**src/rtl/counter_seq_ctrl.sv**
```systemverilog
// counter_seq_ctrl: ping-pong sequencer for an external up/down loadable
// counter. Loads lo, counts up to hi, back down to lo, and repeats for the
// requested number of passes. Host side is start/abort with busy/done/err.
//
// Optional build macro COUNTER_SEQ_DWELL_EN adds a DWELL state that holds the
// counter at hi for DW tick cycles before the down sweep. DW must be >= 1
// when the macro is defined. In the default build DW has no effect.
module counter_seq_ctrl #(
  parameter int M  = 4,
  parameter int R  = 4,
  parameter int DW = 3
) (
  input  logic         clk,
  input  logic         clr,
  input  logic         start,
  input  logic         abort,
  input  logic         tick,
  input  logic [M-1:0] lo,
  input  logic [M-1:0] hi,
  input  logic [R-1:0] reps,
  input  logic [M-1:0] cnt_q,
  output logic         cnt_ce,
  output logic         cnt_up,
  output logic         cnt_l,
  output logic [M-1:0] cnt_di,
  output logic         cnt_clr,
  output logic         busy,
  output logic         done,
  output logic         err,
  output logic [R-1:0] rep_done
);

  typedef enum logic [2:0] {
    S_IDLE,
    S_LOAD,
    S_UP,
    S_DOWN,
`ifdef COUNTER_SEQ_DWELL_EN
    S_DONE,
    S_DWELL
`else
    S_DONE
`endif
  } state_t;

  state_t       state_q, state_d;
  logic [R-1:0] rep_left_q, rep_left_d;
  logic [R-1:0] rep_done_q, rep_done_d;
  logic         err_q;
  logic         accept, reject;

  // Bounds are captured once per accepted start; they are data, not control.
  logic [M-1:0] lo_q, hi_q;

`ifdef COUNTER_SEQ_DWELL_EN
  localparam int DWW = (DW < 2) ? 1 : $clog2(DW + 1);
  localparam logic [DWW-1:0] DW_LAST = DWW'(DW - 1);
  logic [DWW-1:0] dwell_q, dwell_d;
`endif

  // Next-state and counter-control decode; abort overrides any transition.
  always_comb begin
    state_d    = state_q;
    rep_left_d = rep_left_q;
    rep_done_d = rep_done_q;
    accept     = 1'b0;
    reject     = 1'b0;
    cnt_ce     = 1'b0;
    cnt_up     = 1'b1;
    cnt_l      = 1'b0;
`ifdef COUNTER_SEQ_DWELL_EN
    dwell_d    = dwell_q;
`endif
    case (state_q)
      S_IDLE: begin
        if (start) begin
          if (lo <= hi) begin
            accept     = 1'b1;
            rep_left_d = (reps == '0) ? R'(1) : reps;
            rep_done_d = '0;
            state_d    = S_LOAD;
          end else begin
            reject = 1'b1;
          end
        end
      end
      S_LOAD: begin
        cnt_l   = 1'b1;
        state_d = S_UP;
      end
      S_UP: begin
        // Never step at the terminal value, so the counter cannot wrap.
        cnt_ce = tick & (cnt_q != hi_q);
        if (cnt_q == hi_q) begin
`ifdef COUNTER_SEQ_DWELL_EN
          dwell_d = '0;
          state_d = S_DWELL;
`else
          state_d = S_DOWN;
`endif
        end
      end
`ifdef COUNTER_SEQ_DWELL_EN
      S_DWELL: begin
        if (tick) begin
          if (dwell_q == DW_LAST) begin
            state_d = S_DOWN;
          end else begin
            dwell_d = dwell_q + DWW'(1);
          end
        end
      end
`endif
      S_DOWN: begin
        cnt_up = 1'b0;
        cnt_ce = tick & (cnt_q != lo_q);
        if (cnt_q == lo_q) begin
          rep_done_d = rep_done_q + R'(1);
          if (rep_left_q == R'(1)) begin
            state_d = S_DONE;
          end else begin
            rep_left_d = rep_left_q - R'(1);
            state_d    = S_UP;
          end
        end
      end
      S_DONE: begin
        state_d = S_IDLE;
      end
      default: begin
        state_d = S_IDLE;
      end
    endcase
    if (abort) begin
      state_d    = S_IDLE;
      rep_left_d = rep_left_q;
      rep_done_d = rep_done_q;
      accept     = 1'b0;
      reject     = 1'b0;
    end
  end

  // Control state register with synchronous clear.
  always_ff @(posedge clk) begin
    if (clr) begin
      state_q    <= S_IDLE;
      rep_left_q <= '0;
      rep_done_q <= '0;
      err_q      <= 1'b0;
`ifdef COUNTER_SEQ_DWELL_EN
      dwell_q    <= '0;
`endif
    end else begin
      state_q    <= state_d;
      rep_left_q <= rep_left_d;
      rep_done_q <= rep_done_d;
      err_q      <= reject;
`ifdef COUNTER_SEQ_DWELL_EN
      dwell_q    <= dwell_d;
`endif
    end
  end

  // Capture the bounds when a start is accepted; held until the next one.
  always_ff @(posedge clk) begin
    if (accept) begin
      lo_q <= lo;
      hi_q <= hi;
    end
  end

  assign cnt_di   = lo_q;
  assign cnt_clr  = clr | abort;
  assign busy     = (state_q != S_IDLE);
  assign done     = (state_q == S_DONE);
  assign err      = err_q;
  assign rep_done = rep_done_q;

endmodule

```
**config.mk**
```make
export PLATFORM = sky130hd
export DESIGN_NAME = counter_seq_ctrl
export DESIGN_NICKNAME = d
export VERILOG_FILES = /design/src/rtl/counter_seq_ctrl.sv
export SDC_FILE = /design/constraint.sdc
export NUM_CORES = 1
export LEC_CHECK = 0
export CELL_PAD_IN_SITES_DETAIL_PLACEMENT = 0
export CELL_PAD_IN_SITES_GLOBAL_PLACEMENT = 1
export CORE_ASPECT_RATIO = 1.25
export CORE_UTILIZATION = 36
export DETAILED_ROUTE_END_ITERATION = 8
export PLACE_DENSITY = 0.78
export SLEW_MARGIN = 0
export SYNTH_ARGS = -nofsm -noshare
export SYNTH_HDL_FRONTEND = slang
export SYNTH_SLANG_ARGS = --single-unit
```
**constraint.sdc**
```tcl
create_clock -name clk -period 2.35 [get_ports clk]
set_input_delay 0.47 -clock clk [delete_from_list [all_inputs] [get_ports clk]]
set_output_delay 0.47 -clock clk [all_outputs]
set_load 0.05 [all_outputs]
```
==> results_dict.tcl, run 1 <==
set metrics [dict create \
    muxShareOfSynthArea 0.00789 \
    viasPerCell 5.21 \
    io_pins 36 \
    clk_pin_slew_ns 0.08 \
    clock-sinks 20 \
    ff2ff_path_depth 7 \
    antenna_found_initial 0 \
    drc 0 \
    htree_levels 1 \
    clock_path_buffers 2 \
    track_usage 0.183 \
    port_buffers 35 \
    grt_overflow 0 \
    dieArea_sq_um 3770 \
    drive_gt1_frac 0.250 \
    skew_ns 0.00501 \
    finalPower_w 0.000888 \
    cts-root-buf "clkbuf_8" \
    cp.required_ns 1.88 \
    cp.arrival_ns 1.80 \
    postLayoutCellArea_sq_um 1840 \
    cp_cell_sequence "clkdlybuf4s50_1, xor2_1, nor4_4, nor2_2, o211a_1, buf_6" \
    outcome "finished clean" \
    max-slew-margin-rel 0.666 \
    finalCritPeriodShare 0.964 \
    crit_path_end_kind "primary output" \
    fmax_ghz 0.441 \
    slew_viol_final 0 \
    min_path_cells 2 \
    rsz0062_at_grt "false" \
    period_needed_ns 2.27 \
    min-delay-start "rep_done[1]$_SDFFE_PP0P_" \
    gp_congestion 0.744 \
    routed_wl_microns 3030 \
    drtIter0Drc 26 \
    yosysSeqAreaShare 0.379 \
    syn_area_per_cell_sq_um 10.1 \
    synth-compound-area-share 0.211 \
    timing.final.hold_violations 0 \
    max-vdd-ir-drop_v 0.000248 \
    first_pass_iters 3 \
    dr_total_vias 1109 \
    slowest_stage "clkdlybuf4s50_1" \
    reg2reg_from "cnt_di[0]$_DFFE_PP_" \
    synth_ff_type "dfxtp_1" \
    drtAntennaViolNets 0 \
    ys_seq_elements 20 \
    syn_inst 126 \
    synth_nets 154 \
    place_hpwl_microns 2480 \
    grt_first_pass_wirelength_microns 5010 \
    setup_viol 0 \
    wl_per_cell_microns 14.2 \
    yosysWarningCount 0 \
    synth_cell_types 46 \
    numCtsBuffers 3 \
    worstMarginPinSlew_ns 0.500 \
    holdCritPathClass "flop to flop" \
    cts_tree "yes" \
    synth_edf_count 8 \
    reg2reg_slack_ns 0.39 \
    grt_pass1_vias 1166 \
    synthSimpleGateAreaFrac 0.220 \
    clk_latency_ns 0.25 \
    nets 205 \
    rows 23 \
    synthArstFlopShare 0 \
    syn_area_sq_um 1270 \
    crit_fanout 2 \
    synthXorXnorAreaFrac 0.0690 \
    slowest_delay_ns 0.46 \
    synth_adder_area_share 0.0690 \
    syn_to_final_growth_pct 45.3 \
    grt_max_degree 12 \
    timing.rr.end "rep_left_q[2]$_SDFFE_PP0P_" \
    p_leak_nw 0.748 \
    place_area_sq_um 1720 \
    fin_util 0.562 \
    p_per_area_nw_per_um2 482 \
    core_area_sq_um 3280 \
    maxCapViolCount 0 \
    cp-start-kind "primary input" \
    num_antenna_cells 0 \
    critPathKind "primary input to primary output" \
    cts_hold_buf 0 \
    worstHoldEndpoint "rep_done[1]$_SDFFE_PP0P_" \
    die_h_microns 68.4 \
    synth_top_family_by_area "simple AND/OR/NAND/NOR gates" \
    initial_core_util 0.387 \
    die_x_microns 55.1 \
]
how the worst max path moves through the flow:
| stage | cells after the start | from | end | slack [ns] |
|---|---|---|---|---|
| 2_1_floorplan | 4 | cnt_di[2]$_DFFE_PP_ | cnt_ce | 0.05 |
| 3_3_place_gp | 8 | hi[3] | state_q[0]$_SDFFE_PP0P_ | -0.12 |
| 3_5_place_dp | 8 | hi[1] | rep_left_q[2]$_SDFFE_PP0P_ | -0.17 |
| 4_1_cts | 3 | state_q[2]$_SDFFE_PP0P_ | busy | 0.05 |
| 5_1_grt | 8 | hi[3] | rep_left_q[2]$_SDFFE_PP0P_ | 0.02 |
| 6_report | 6 | cnt_q[2] | cnt_ce | 0.08 |
sequential cells by signal, summed over array words and instances (netlist names):
signal,cells
rep_left_q,4
rep_done,4
hi_q,4
state_q,3
cnt_di,4
err,1
logic make-up (layout without fill, tap and decap cells):
| logic type | count (synthesis) | count (layout) |
|---|---|---|
| adder cells (fa/ha/maj) | 7 | 7 |
| AO/OA/AOI/OAI | 32 | 32 |
| multiplexers | 1 | 1 |
| AND/OR/NAND/NOR | 43 | 43 |
| flip-flops | 20 | 20 |
| XOR/XNOR | 10 | 10 |
| buffers and inverters | 13 | 63 |
metal layers:
metal  wire length (microns)  up-vias  track usage
met2                    1630       22        0.348
met3                     120        2       0.0178
met4                      19        0       0.0469
met5                       0        -            0
met1                    1270      519        0.211
li1                        -      566            -
cell usage in the layout (no fill, tap or decap), types with 4 or more instances in the layout:
cell type,n
xnor2_1,4
nand2_1,8
ha_1,7
nor3_1,5
nor2_1,11
edfxtp_1,8
buf_4,16
clkbuf_8,4
dfxtp_1,11
clkdlybuf4s50_1,27
inv_1,9
cell type report:
| cell class | instances | area (sq um) |
|---|---|---|
| tap | 37 | 46.3 |
| clock buffer | 4 | 55.1 |
| inverter | 10 | 37.5 |
| sequential | 20 | 482 |
| timing repair buffer | 49 | 460 |
| multi-input combinational | 93 | 762 |
| fill | 314 | 1440 |
synthesized netlist by cell type (2+ instances only):
cell | count | area share
nor3_1 | 5 | 0.020
a2111oi_0 | 2 | 0.014
nor3_4 | 2 | 0.026
a31oi_1 | 3 | 0.015
xor2_1 | 5 | 0.035
nand3_1 | 2 | 0.0079
nand2_1 | 8 | 0.024
edfxtp_1 | 8 | 0.19
nor2_1 | 12 | 0.036
a211oi_1 | 3 | 0.018
inv_1 | 9 | 0.027
o211a_1 | 2 | 0.016
nor2b_1 | 2 | 0.0099
a21oi_1 | 4 | 0.016
ha_1 | 7 | 0.069
xnor2_1 | 5 | 0.035
o21ai_0 | 2 | 0.0079
a21oi_2 | 2 | 0.014
o41ai_2 | 2 | 0.026
o211ai_1 | 2 | 0.012
a21o_1 | 2 | 0.012
clkbuf_1 | 2 | 0.0059
dfxtp_1 | 12 | 0.19
critical path: cells and delay by family:
family / cells / cell delay, ns
xor gates and xnor gates: 1 / 0.18
buffers and inverters: 2 / 0.61
and+or+nand+nor: 2 / 0.29
AOI/OAI and AO/OA: 1 / 0.24
power breakdown:
| group | switching [W] | internal, W | leakage, nW |
|---|---|---|---|
| clock network | 0.000113 | 0.000149 | 0.0288 |
| logic | 0.000122 | 0.000114 | 0.548 |
| registers | 0.0000136 | 0.000377 | 0.171 |
| total | 0.000249 | 0.000639 | 0.748 |
repair_timing:
item | in CTS | in global routing
gates resized for setup | 8 | 5
endpoints found under the setup margin | 1 | 6
setup buffers | 5 | 0
pin swaps | 3 | 0
stage by stage:
stage / hold slack [ns] / std cells / setup slack, ns / TNS (ns)
floorplan: 0.481 / 126 / 0.0487 / 0
global placement: 0.480 / 204 / -0.124 / -1.39
detailed placement: 0.500 / 204 / -0.171 / -1.58
CTS: 0.513 / 213 / 0.0530 / 0
global route: 0.561 / 213 / 0.0187 / 0
finish: 0.504 / 213 / 0.0847 / 0
Note: power is estimated with default switching activity, not from simulation.
==> run 2, diff against run 1 <==
- HOLD_SLACK_MARGIN: unset -> 0.06
==> results of run 2 <==
Same layout as run 1: the final DEF is identical, and so are final timing and power.
